--- src/rtl/noc.sv ---
// Shared NoC types and constants used by the router blocks.
package noc;

  localparam int unsigned xWidth = 4;
  localparam int unsigned yWidth = 4;

  typedef enum logic {
    kFlowControlAckNack,
    kFlowControlCreditBased
  } noc_flow_control_t;

  // One-hot output direction request
  typedef logic [4:0] direction_t;

  localparam direction_t DirNorth = 5'b00001;
  localparam direction_t DirSouth = 5'b00010;
  localparam direction_t DirWest  = 5'b00100;
  localparam direction_t DirEast  = 5'b01000;
  localparam direction_t DirLocal = 5'b10000;

endpackage

--- src/rtl/noc_input_unit.sv ---
// Router input port: flit FIFO, head/tail framing, XY route with per-packet
// lock, and ack-nack or credit upstream flow control.
module noc_input_unit #(
  parameter int unsigned FlitWidth = 64,
  parameter int unsigned Depth = 4,
  parameter noc::noc_flow_control_t FlowControl = noc::kFlowControlCreditBased,
  parameter int unsigned XW = noc::xWidth,
  parameter int unsigned YW = noc::yWidth
) (
  input  logic                       clk,
  input  logic                       rst,
  input  logic [XW+YW-1:0]           position,
  input  logic [FlitWidth-1:0]       data_in,
  input  logic                       data_in_valid,
  output logic                       in_ready,
  output logic                       credit_out,
  output logic [FlitWidth-1:0]       data_out,
  output logic                       out_valid,
  output logic [4:0]                 out_route,
  input  logic                       out_ready,
  output logic [$clog2(Depth):0]     count,
  output logic                       err_protocol,
  output logic                       err_overflow
);

  localparam int unsigned PtrW = $clog2(Depth);
  localparam int unsigned CountW = PtrW + 1;
  // Header layout from MSB: head, tail, src_y, src_x, dst_y, dst_x, msg_type, payload
  localparam int unsigned DstYLsb = FlitWidth - 2 - 2 * YW - XW;
  localparam int unsigned DstXLsb = DstYLsb - XW;

  typedef enum logic {StIdle, StBody} state_e;

  logic [FlitWidth-1:0] mem_q [Depth];
  logic [PtrW-1:0]      rd_ptr_q, wr_ptr_q;
  logic [CountW-1:0]    count_q;
  state_e               state_q, state_d;
  noc::direction_t      lock_q, lock_d, xy_route;

  logic [FlitWidth-1:0] head_flit;
  logic                 non_empty, full, flit_head, flit_tail;
  logic                 drop, accept, pop, push;
  logic [XW-1:0]        dst_x, pos_x;
  logic [YW-1:0]        dst_y, pos_y;

  assign head_flit = mem_q[rd_ptr_q];
  assign flit_head = head_flit[FlitWidth-1];
  assign flit_tail = head_flit[FlitWidth-2];
  assign dst_x     = head_flit[DstXLsb +: XW];
  assign dst_y     = head_flit[DstYLsb +: YW];
  assign pos_x     = position[XW-1:0];
  assign pos_y     = position[XW+YW-1:XW];

  assign non_empty = (count_q != '0);
  assign full      = (count_q == CountW'(Depth));

  // Framing violations are popped silently: body outside a packet, head inside one
  assign drop      = non_empty && ((state_q == StIdle) ? !flit_head : flit_head);
  assign out_valid = non_empty && !drop;
  assign accept    = out_valid && out_ready;
  assign pop       = accept || drop;
  assign push      = data_in_valid && (!full || pop);

  assign data_out     = head_flit;
  assign count        = count_q;
  assign err_protocol = drop;
  assign err_overflow = data_in_valid && full && !pop;
  assign in_ready     = (FlowControl == noc::kFlowControlAckNack) ? !full : 1'b1;
  // Only delivered flits return a credit; dropped ones are reported via err_protocol
  assign credit_out   = (FlowControl == noc::kFlowControlCreditBased) ? accept : 1'b0;

  // Dimension-ordered XY route of the FIFO head entry
  always_comb begin
    xy_route = noc::DirLocal;
    if (dst_x > pos_x) begin
      xy_route = noc::DirEast;
    end else if (dst_x < pos_x) begin
      xy_route = noc::DirWest;
    end else if (dst_y > pos_y) begin
      xy_route = noc::DirSouth;
    end else if (dst_y < pos_y) begin
      xy_route = noc::DirNorth;
    end
  end

  // Packet framing FSM and route lock
  always_comb begin
    state_d   = state_q;
    lock_d    = lock_q;
    out_route = '0;
    if (out_valid) begin
      out_route = (state_q == StBody) ? lock_q : xy_route;
    end
    case (state_q)
      StIdle: begin
        if (accept && !flit_tail) begin
          state_d = StBody;
          lock_d  = xy_route;
        end
      end
      StBody: begin
        if (accept && flit_tail) begin
          state_d = StIdle;
          lock_d  = '0;
        end
      end
      default: state_d = StIdle;
    endcase
  end

  // Pointers, occupancy and FSM state
  always_ff @(posedge clk) begin
    if (rst) begin
      rd_ptr_q <= '0;
      wr_ptr_q <= '0;
      count_q  <= '0;
      state_q  <= StIdle;
      lock_q   <= '0;
    end else begin
      if (push) wr_ptr_q <= wr_ptr_q + PtrW'(1);
      if (pop)  rd_ptr_q <= rd_ptr_q + PtrW'(1);
      if (push && !pop) begin
        count_q <= count_q + CountW'(1);
      end else if (pop && !push) begin
        count_q <= count_q - CountW'(1);
      end
      state_q <= state_d;
      lock_q  <= lock_d;
    end
  end

  // Flit storage; contents are qualified by count so need no reset
  always_ff @(posedge clk) begin
    if (push) mem_q[wr_ptr_q] <= data_in;
  end

endmodule

--- config.mk ---
export PLATFORM = sky130hd
export DESIGN_NAME = noc_input_unit
export DESIGN_NICKNAME = d
export VERILOG_FILES = /design/src/rtl/noc.sv /design/src/rtl/noc_input_unit.sv
export SDC_FILE = /design/constraint.sdc
export NUM_CORES = 1
export LEC_CHECK = 0
export BUFFER_PORTS_ARGS = -buffer_cell sky130_fd_sc_hd__clkbuf_2
export CORE_UTILIZATION = 36
export DETAILED_ROUTE_END_ITERATION = 16
export MAX_ROUTING_LAYER = met4
export RECOVER_POWER = 100
export SLEW_MARGIN = 0
export SYNTH_ARGS = -nofsm -noshare
export SYNTH_HDL_FRONTEND = slang
export SYNTH_SLANG_ARGS = --single-unit
--- constraint.sdc ---
create_clock -name clk -period 4.2 [get_ports clk]
set_input_delay 0.84 -clock clk [delete_from_list [all_inputs] [get_ports clk]]
set_output_delay 0.84 -clock clk [all_outputs]
set_load 0.03 [all_outputs]
==> results of run 1 <==
Yosys cell counts (4+ instances only):
cell,count,area share (%)
buf_2,7,0.34
dfxtp_1,15,2.9
nand4_1,4,0.24
clkbuf_1,8,0.29
a21oi_1,9,0.44
inv_1,13,0.48
and2_1,6,0.37
nand2_1,9,0.33
xor2_1,4,0.34
ha_1,13,1.6
edfxtp_1,256,75
nor2_1,13,0.48
mux4_2,64,14
metrics by stage:
step | area, sq um | worst slack, ns | power [W] | utilization, % | hold slack (ns)
final | 12300 | 0.2492 | 0.007881 | 44.03 | 0.4714
after floorplan | 10260 | 0.5565 | 0.004908 | - | 0.4413
after global placement | 11530 | 0.7340 | 0.005495 | 41.27 | 0.4479
after global routing | 12300 | 0.06461 | 0.008230 | 44.03 | 0.4910
after CTS | 12500 | 0.1092 | 0.008103 | 44.75 | 0.4727
after detailed placement | 11530 | 0.6909 | 0.005539 | 41.27 | 0.4594
final cells by class:
cell class	instances	area, sq um
repair buffers	160	694.4
multi-input cells	158	2116
clock inverters	13	153.9
clock buffers	42	815.8
well taps	378	473.0
flip-flops and latches	271	7995
fillers	2493	15630
inverters	14	52.55
worst paths after layout:
check | from | end | depth (start not counted)
hold / removal | lock_q[1] | lock_q[1] | 1
setup / recovery | flip-flop | out_route[0] | 7
hold reg to reg | lock_q[1] | lock_q[1] | 1
setup reg to reg | flip-flop | mem_q[3][51] | 5
cells by family (layout without fill, tap and decap cells):
group | count (synthesis) | in the layout | synth area share [%]
fa+ha+maj | 14 | 14 | 1.781
buf+inv | 32 | 229 | 1.342
mux | 66 | 66 | 14.25
flops | 271 | 271 | 77.86
other cells | 1 | 1 | 0.03655
xor+xnor | 6 | 6 | 0.6952
simple gates | 45 | 45 | 2.427
compound gates | 26 | 26 | 1.610
power by group:
part	total [W]	switching, W	internal (W)	leakage (nW)
sequential	0.00331	0.000124	0.00319	2.47
combinational	0.00202	0.00135	0.000679	0.953
clock	0.00254	0.00101	0.00153	0.468
total	0.00788	0.00248	0.00540	3.90
what timing repair did:
| action | 4_1_cts | 5_1_grt |
|---|---|---|
| setup endpoints to repair | 0 | 4 |
| buffers inserted | 0 | 1 |
| hold buffers | 0 | 0 |
metal layers:
| metal | up-vias | global-route usage (%) |
|---|---|---|
| met5 | - | - |
| met4 | 0 | 3.839 |
| met3 | 37 | 2.753 |
| met2 | 148 | 24.19 |
| met1 | 2564 | 18.01 |
| li1 | 2259 | - |
flip-flops by register name (all words and copies together) (netlist names), named ones only:
name / count
rd_ptr_q: 2
lock_q: 5
count: 3
mem_q: 256
wr_ptr_q: 2
==> out/results.ini, run 1 <==
[final_layout]
final_cell_mix=edfxtp_1 (256), clkbuf_1 (149), mux4_2 (64)
drive_above_1_share_pct=20.36
area_growth_pct=19.90
fin_nets=725
diodes=0
layout_commonest_cell=edfxtp_1
final_cells=1036

[detailed_routing]
viasPerCell=4.834
drtIter0Drc=295
num_vias=5008
drtAntennaViolNets=0
m1WireLength_um=8630
wire_per_inst_um=19.48
met2_length_um=10060
routed.top_layer=met4
drt-total-wl_um=20180
drt_first_pass_iters=4
drc=0
wl_met3_um=1046

[clocking]
cts-buffers-inserted=30
clkTransAtPathRegs_ns=0.06
tritoncts=built
post_cts_resized=0
htreeDepth=1
clock_latency_ns=0.55
cts-root-buf=clkbuf_16
clock_sinks=271
clock_path_buffers=3

[power]
powerDensity_nw_per_um2=640.7
p_leak_nw=3.896
vdd_drop_max_uv=409.7

[synth]
syn_inst=461
synth_seq_cells=271
synth_edf_count=256
yosysWarningCount=0
synth-seq-area-share_pct=77.86
syn_avg_cell_area_sq_um=22.25
synth_nets=551
synth_area_sq_um=10260
synth_ff_type=edfxtp_1
synth_cell_types=40
async_reset_ff_share_pct=0

[floorplan]
core-area_sq_um=27930
start_util_pct=36.72
ioPinCount=153
die_w_um=170.8
fp-row-count=61
die-area_sq_um=29170
die_h_um=170.8

[place]
hpwl_um=12390
portBuffers=151
gp_congestion=0.7111
place_inst=980

[timing]
skew_ns=0.02308
period_share_pct=94.07
hold_viol=0
tns_ns=0
finalSetupViolations=0
drv_slew=0
rsz0062_at_grt=no
fin_crit_ns=3.951
worst_slew_pin_slew_ns=1.277
maxSlewHeadroom_pct=14.87
fmax_mhz=253.1

[worst_hold_path]
hold_path_class=flip-flop to flip-flop

[worst_setup_path]
slowest_delay_ns=0.56
critPathLaunchType=flip-flop
required_ns=3.36
slowest_stage=mux4_2
crit_path_max_fanout=13
path_cells=mux4_2 > ha_1 > nand2_1 > o21ai_1 > and3b_1 > o21a_1 > clkbuf_1
worst-endpoint-arrival_ns=3.11
crit_path_end_kind=output pin
crit_family=multiplexers
critPathKind=flip-flop to output pin
cp_num_buf_inv=1
rrSetupSlack_ns=0.41

[global_route]
grt_pass1_wl_um=30510
grt_use_total_pct=14.45
grt_pass1_vias=5370
grt_max_degree=45
grt_antenna_before_repair=0
grt_overflow=0

[run_status]
status=finished clean

[run]
max-cap-violations=0

Power figures use the tool's default switching activity.
==> inputs of run 2 (changes only) <==
--- a/config.mk
+++ b/config.mk
@@ -10,6 +10,7 @@
 export DETAILED_ROUTE_END_ITERATION = 16
 export MAX_ROUTING_LAYER = met4
 export RECOVER_POWER = 100
+export SETUP_SLACK_MARGIN = 0.4
 export SLEW_MARGIN = 0
 export SYNTH_ARGS = -nofsm -noshare
 export SYNTH_HDL_FRONTEND = slang
==> out/results.ini, run 2 (same netlist as run 1, synthesis figures left out) <==
[run_status]
status=finished clean  ; unchanged

[final_layout]
fin_util_pct=44.35  ; was 44.03%
finish.instance_area_sq_um=12390  ; was 12300 sq um
final_cell_mix=edfxtp_1 (256), clkbuf_1 (149), mux4_2 (64)  ; unchanged
drive_above_1_share_pct=22.37  ; was 20.36%
layout_commonest_cell=edfxtp_1  ; unchanged
fin_nets=733  ; was 725
area_growth_pct=20.76  ; was 19.90%
diodes=0  ; unchanged
largest_reg_flops=256  ; unchanged
regMostFlops=mem_q  ; unchanged
n_fill_cell=2487  ; was 2493

[detailed_routing]
drt_first_pass_iters=4  ; unchanged
drtAntennaViolNets=0  ; unchanged
wire_per_inst_um=19.70  ; was 19.48 um
num_vias=5054  ; was 5008
drtIter0Drc=305  ; was 295
viasPerCell=4.841  ; was 4.834
drt-total-wl_um=20560  ; was 20180 um
drc=0  ; unchanged

[power]
vdd_drop_max_uv=409.1  ; was 409.7 uV
switchingPower_w=0.002518  ; was 0.002479 W
clockPowerShare_pct=31.9  ; was 32.3%
internal_power_w=0.005459  ; was 0.005402 W
combPwrFrac_pct=26.9  ; was 25.7%
switching_share_pct=31.56  ; was 31.45%
powerDensity_nw_per_um2=643.9  ; was 640.7 nW/um^2
p_seq_share_pct=41.1  ; was 42.0%
p_leak_nw=3.945  ; was 3.896 nW

[worst_setup_path]
crit_path_max_fanout=7  ; was 13
crit_path_end_kind=output pin  ; unchanged
critPathKind=flip-flop to output pin  ; unchanged
cp_num_buf_inv=3  ; was 1
required_ns=3.36  ; about the same
critPathLaunchType=flip-flop  ; unchanged
slowest_delay_ns=0.54  ; was 0.56 ns
crit_family=multiplexers  ; unchanged
slowest_stage=mux4_2  ; unchanged
path_cells=buf_6 > buf_4 > mux4_2 > xnor2_1 > o21ai_0 > and4_1 > clkbuf_2  ; was mux4_2 > ha_1 > nand2_1 > o21ai_1 > and3b_1 > o21a_1 > clkbuf_1
worst-endpoint-arrival_ns=2.98  ; was 3.11 ns

[floorplan]
start_util_pct=36.72  ; unchanged
die_h_um=170.8  ; unchanged
ioPinCount=153  ; unchanged
die-area_sq_um=29170  ; unchanged
fp-row-count=61  ; unchanged
core-area_sq_um=27930  ; unchanged
die_w_um=170.8  ; unchanged

[place]
hpwl_um=12390  ; unchanged
gp_congestion=0.7111  ; unchanged
portBuffers=151  ; unchanged
dpl-instance-area_sq_um=11530  ; unchanged

[global_route]
grt_max_degree=45  ; unchanged
grt_antenna_before_repair=0  ; unchanged
grt_pass1_wl_um=30640  ; was 30510 um
grt_overflow=0  ; unchanged
grt_use_total_pct=14.53  ; was 14.45%
grt_pass1_vias=5386  ; was 5370

[clocking]
tritoncts=built  ; unchanged
htreeDepth=1  ; unchanged
clock_latency_ns=0.55  ; about the same
hold_buffers=0  ; unchanged
clock_sinks=271  ; unchanged
clkTransAtPathRegs_ns=0.06  ; about the same
clock_path_buffers=3  ; unchanged
cts-root-buf=clkbuf_16  ; unchanged
cts-buffers-inserted=30  ; unchanged

[timing]
finalSetupViolations=0  ; unchanged
fin_crit_ns=3.816  ; was 3.951 ns
drv_slew=0  ; unchanged
hold_viol=0  ; unchanged
skew_ns=0.02307  ; was 0.02308 ns
maxSlewHeadroom_pct=28.44  ; was 14.87%
rsz0062_at_grt=no  ; unchanged
period_share_pct=90.86  ; was 94.07%
tns_ns=0  ; unchanged
worst_slew_pin_slew_ns=1.073  ; was 1.277 ns
fmax_mhz=262.1  ; was 253.1 MHz

[worst_hold_path]
hold_path_class=flip-flop to flip-flop  ; unchanged

[run]
max-cap-violations=0  ; unchanged

run 2: cell types whose count changed in the layout (fill, tap and decap cells not counted), sizes merged:
| cell | previous run | this run |
|---|---|---|
| buf | 7 | 14 |
| clkbuf | 195 | 196 |
run 2: worst paths after layout:
check             slack [ns]  cells after the start      start            to
setup reg to reg        0.54                      7  flip-flop  mem_q[0][40]
hold reg to reg         0.47                      1  lock_q[1]     lock_q[1]
setup / recovery        0.38                      7  flip-flop  err_overflow
hold / removal          0.47                      1  lock_q[1]     lock_q[1]
run 2: routing by layer:
metal,up-vias,track usage (%),wire length [um]
met1,2582,18.13,8786
met3,37,2.753,1102
met5,-,-,0
met2,159,24.31,10230
li1,2276,-,-
met4,0,3.839,442
run 2: power by group through the flow:
stage / combinational, W / sequential (W) / clock, W
after floorplan: 0.00159 / 0.00332 / 0
after global placement: 0.00211 / 0.00338 / 0
after detailed placement: 0.00214 / 0.00340 / 0
after CTS: 0.00220 / 0.00333 / 0.00261
after global routing: 0.00231 / 0.00330 / 0.00271
final: 0.00215 / 0.00328 / 0.00255
run 2: cell type report:
type	count	area [sq um]	area share, %
Sequential cell	271	7995	64.54
Multi-Input combinational cell	158	2145	17.31
Clock buffer	42	815.8	6.585
Timing Repair Buffer	168	753.2	6.080
Tap cell	378	473.0	3.818
Clock inverter	13	153.9	1.242
Inverter	14	52.55	0.4242
run 2: repair_timing:
item / 4_1_cts / 5_1_grt
pin swaps: 0 / 2
setup buffers: 1 / 8
gates resized for setup: 2 / 5
setup endpoints to repair: 23 / 5
run 2: metrics by stage:
step / worst slack, ns / std cells / power [W] / hold slack, ns
after floorplan: 0.5565 / 461 / 0.004908 / 0.4413
after global placement: 0.7340 / 980 / 0.005495 / 0.4479
after detailed placement: 0.6909 / 980 / 0.005539 / 0.4594
after CTS: 0.4038 / 1036 / 0.008134 / 0.4727
after global routing: 0.2390 / 1044 / 0.008323 / 0.4910
final: 0.3840 / 1044 / 0.007977 / 0.4747
==> inputs of run 3 (changes only) <==
==> constraint.sdc (replaced) <==
create_clock -name clk -period 4.2 [get_ports clk]
set_input_delay 0.42 -clock clk [delete_from_list [all_inputs] [get_ports clk]]
set_output_delay 0.42 -clock clk [all_outputs]
set_load 0.03 [all_outputs]
==> out/results.ini, run 3 (same netlist as run 1, synthesis figures left out) <==
[global_route]
grt_overflow=0  ; unchanged
grt_use_total_pct=14.25  ; was 14.53%
grt_max_degree=41  ; was 45
grt_pass1_wl_um=30020  ; was 30640 um
grt_pass1_vias=5282  ; was 5386
grt_antenna_before_repair=5  ; was 0

[floorplan]
start_util_pct=36.72  ; unchanged
die-area_sq_um=29170  ; unchanged
fp-row-count=61  ; unchanged
ioPinCount=153  ; unchanged
core-area_sq_um=27930  ; unchanged
die_h_um=170.8  ; unchanged
die_w_um=170.8  ; unchanged

[detailed_routing]
drc=0  ; unchanged
drt-total-wl_um=19820  ; was 20560 um
drt_first_pass_iters=6  ; was 4
wire_per_inst_um=19.13  ; was 19.70 um
drtAntennaViolNets=0  ; unchanged
viasPerCell=4.785  ; was 4.841
num_vias=4957  ; was 5054
drtIter0Drc=324  ; was 305

[timing]
rsz0062_at_grt=no  ; unchanged
skew_ns=0.02443  ; was 0.02307 ns
tns_ns=0  ; unchanged
period_share_pct=89.35  ; was 90.86%
hold_viol=0  ; unchanged
fin_crit_ns=3.753  ; was 3.816 ns
maxSlewHeadroom_pct=9.945  ; was 28.44%
finalSetupViolations=0  ; unchanged
drv_slew=0  ; unchanged
worst_slew_pin_slew_ns=1.351  ; was 1.073 ns
fmax_mhz=266.5  ; was 262.1 MHz

[clocking]
cts-root-buf=clkbuf_16  ; unchanged
tritoncts=built  ; unchanged
cts-buffers-inserted=29  ; was 30
clock_latency_ns=0.54  ; was 0.55 ns
clock_sinks=271  ; unchanged
clkTransAtPathRegs_ns=0.06  ; about the same
htreeDepth=1  ; unchanged
post_cts_buffers=0  ; was 1
hold_buffers=0  ; unchanged
clock_path_buffers=3  ; unchanged

[run_status]
status=finished clean  ; unchanged

[worst_setup_path]
critPathKind=flip-flop to output pin  ; unchanged
crit_path_end_kind=output pin  ; unchanged
crit_path_max_fanout=28  ; was 7
required_ns=3.78  ; was 3.36 ns
worst-endpoint-arrival_ns=3.33  ; was 2.98 ns
critPathLaunchType=flip-flop  ; unchanged

[final_layout]
regMostFlops=mem_q  ; unchanged
area_growth_pct=19.51  ; was 20.76%
layout_commonest_cell=edfxtp_1  ; unchanged
fin_nets=723  ; was 733
fin_util_pct=43.89  ; was 44.35%
finish.instance_area_sq_um=12260  ; was 12390 sq um
drive_above_1_share_pct=20.71  ; was 22.37%
final_cell_mix=edfxtp_1 (256), clkbuf_1 (143), mux4_2 (64)  ; was edfxtp_1 (256), clkbuf_1 (149), mux4_2 (64)
final_cells=1036  ; was 1044
largest_reg_flops=256  ; unchanged

[run]
max-cap-violations=0  ; unchanged

[power]
vdd_drop_max_uv=243.4  ; was 409.1 uV
powerDensity_nw_per_um2=634.3  ; was 643.9 nW/um^2
p_leak_nw=3.878  ; was 3.945 nW

[place]
portBuffers=151  ; unchanged
place_inst=980  ; unchanged
gp_congestion=0.7291  ; was 0.7111
hpwl_um=12550  ; was 12390 um
dpl-instance-area_sq_um=11530  ; unchanged

[worst_hold_path]
hold_path_class=input port to flip-flop  ; was flip-flop to flip-flop

[run 3: final cells by class]
type / count / area (sq um)
Inverter: 14 / 52.55
Timing Repair Buffer: 159 / 694.4
Tap cell: 378 / 473.0
Antenna cell: 6 / 15.01
Multi-Input combinational cell: 158 / 2120
Fill cell: 2496 / 15670
Clock buffer: 36 / 752.0
Sequential cell: 271 / 7995
Clock inverter: 14 / 158.9
[run 3: final timing paths]
path / from / to / slack (ns) / depth (start not counted)
worst max-delay path: flip-flop / out_route[4] / 0.45 / 8
worst min register to register: lock_q[3] / lock_q[3] / 0.47 / 1
worst max register to register: flip-flop / count[2] / 0.68 / 9
worst min-delay path: data_in[18] / mem_q[3][18] / 0.13 / 1
[run 3: worst max-delay path, cell delays in order (launching register included)]
cell and delay, ns:
dfxtp_4 0.52, buf_6 0.33, mux4_2 0.38, ha_1 0.33, nand2_1 0.06, o21ai_1 0.48
nand4_1 0.16, a21oi_1 0.17, clkbuf_1 0.33
[run 3: where the power goes]
group	leakage, nW	switching (W)	internal (W)
combinational	0.961	0.00136	0.000687
sequential	2.47	0.000124	0.00319
clock	0.443	0.000973	0.00145
[run 3: stage by stage]
stage	power (W)	setup slack (ns)	hold slack, ns
2_1_floorplan	0.004908	0.5565	0.4413
3_3_place_gp	0.005514	0.9847	0.4518
3_5_place_dp	0.005556	0.8854	0.4593
4_1_cts	0.007994	0.4568	0.06236
5_1_grt	0.008125	0.2526	0.1190
6_report	0.007777	0.4473	0.1283
[run 3: metal layers]
| layer | routed length, um | track usage (%) | vias up |
|---|---|---|---|
| met1 | 8785 | 18.59 | 2505 |
| li1 | - | - | 2263 |
| met2 | 9145 | 21.90 | 159 |
| met4 | 326 | 3.799 | 0 |
| met5 | 0 | - | - |
| met3 | 1559 | 4.048 | 30 |
[run 3: what timing repair did]
action | in CTS | in global routing
gates resized for setup | 1 | 1
setup endpoints to repair | 4 | 4
pin swaps | 0 | 0
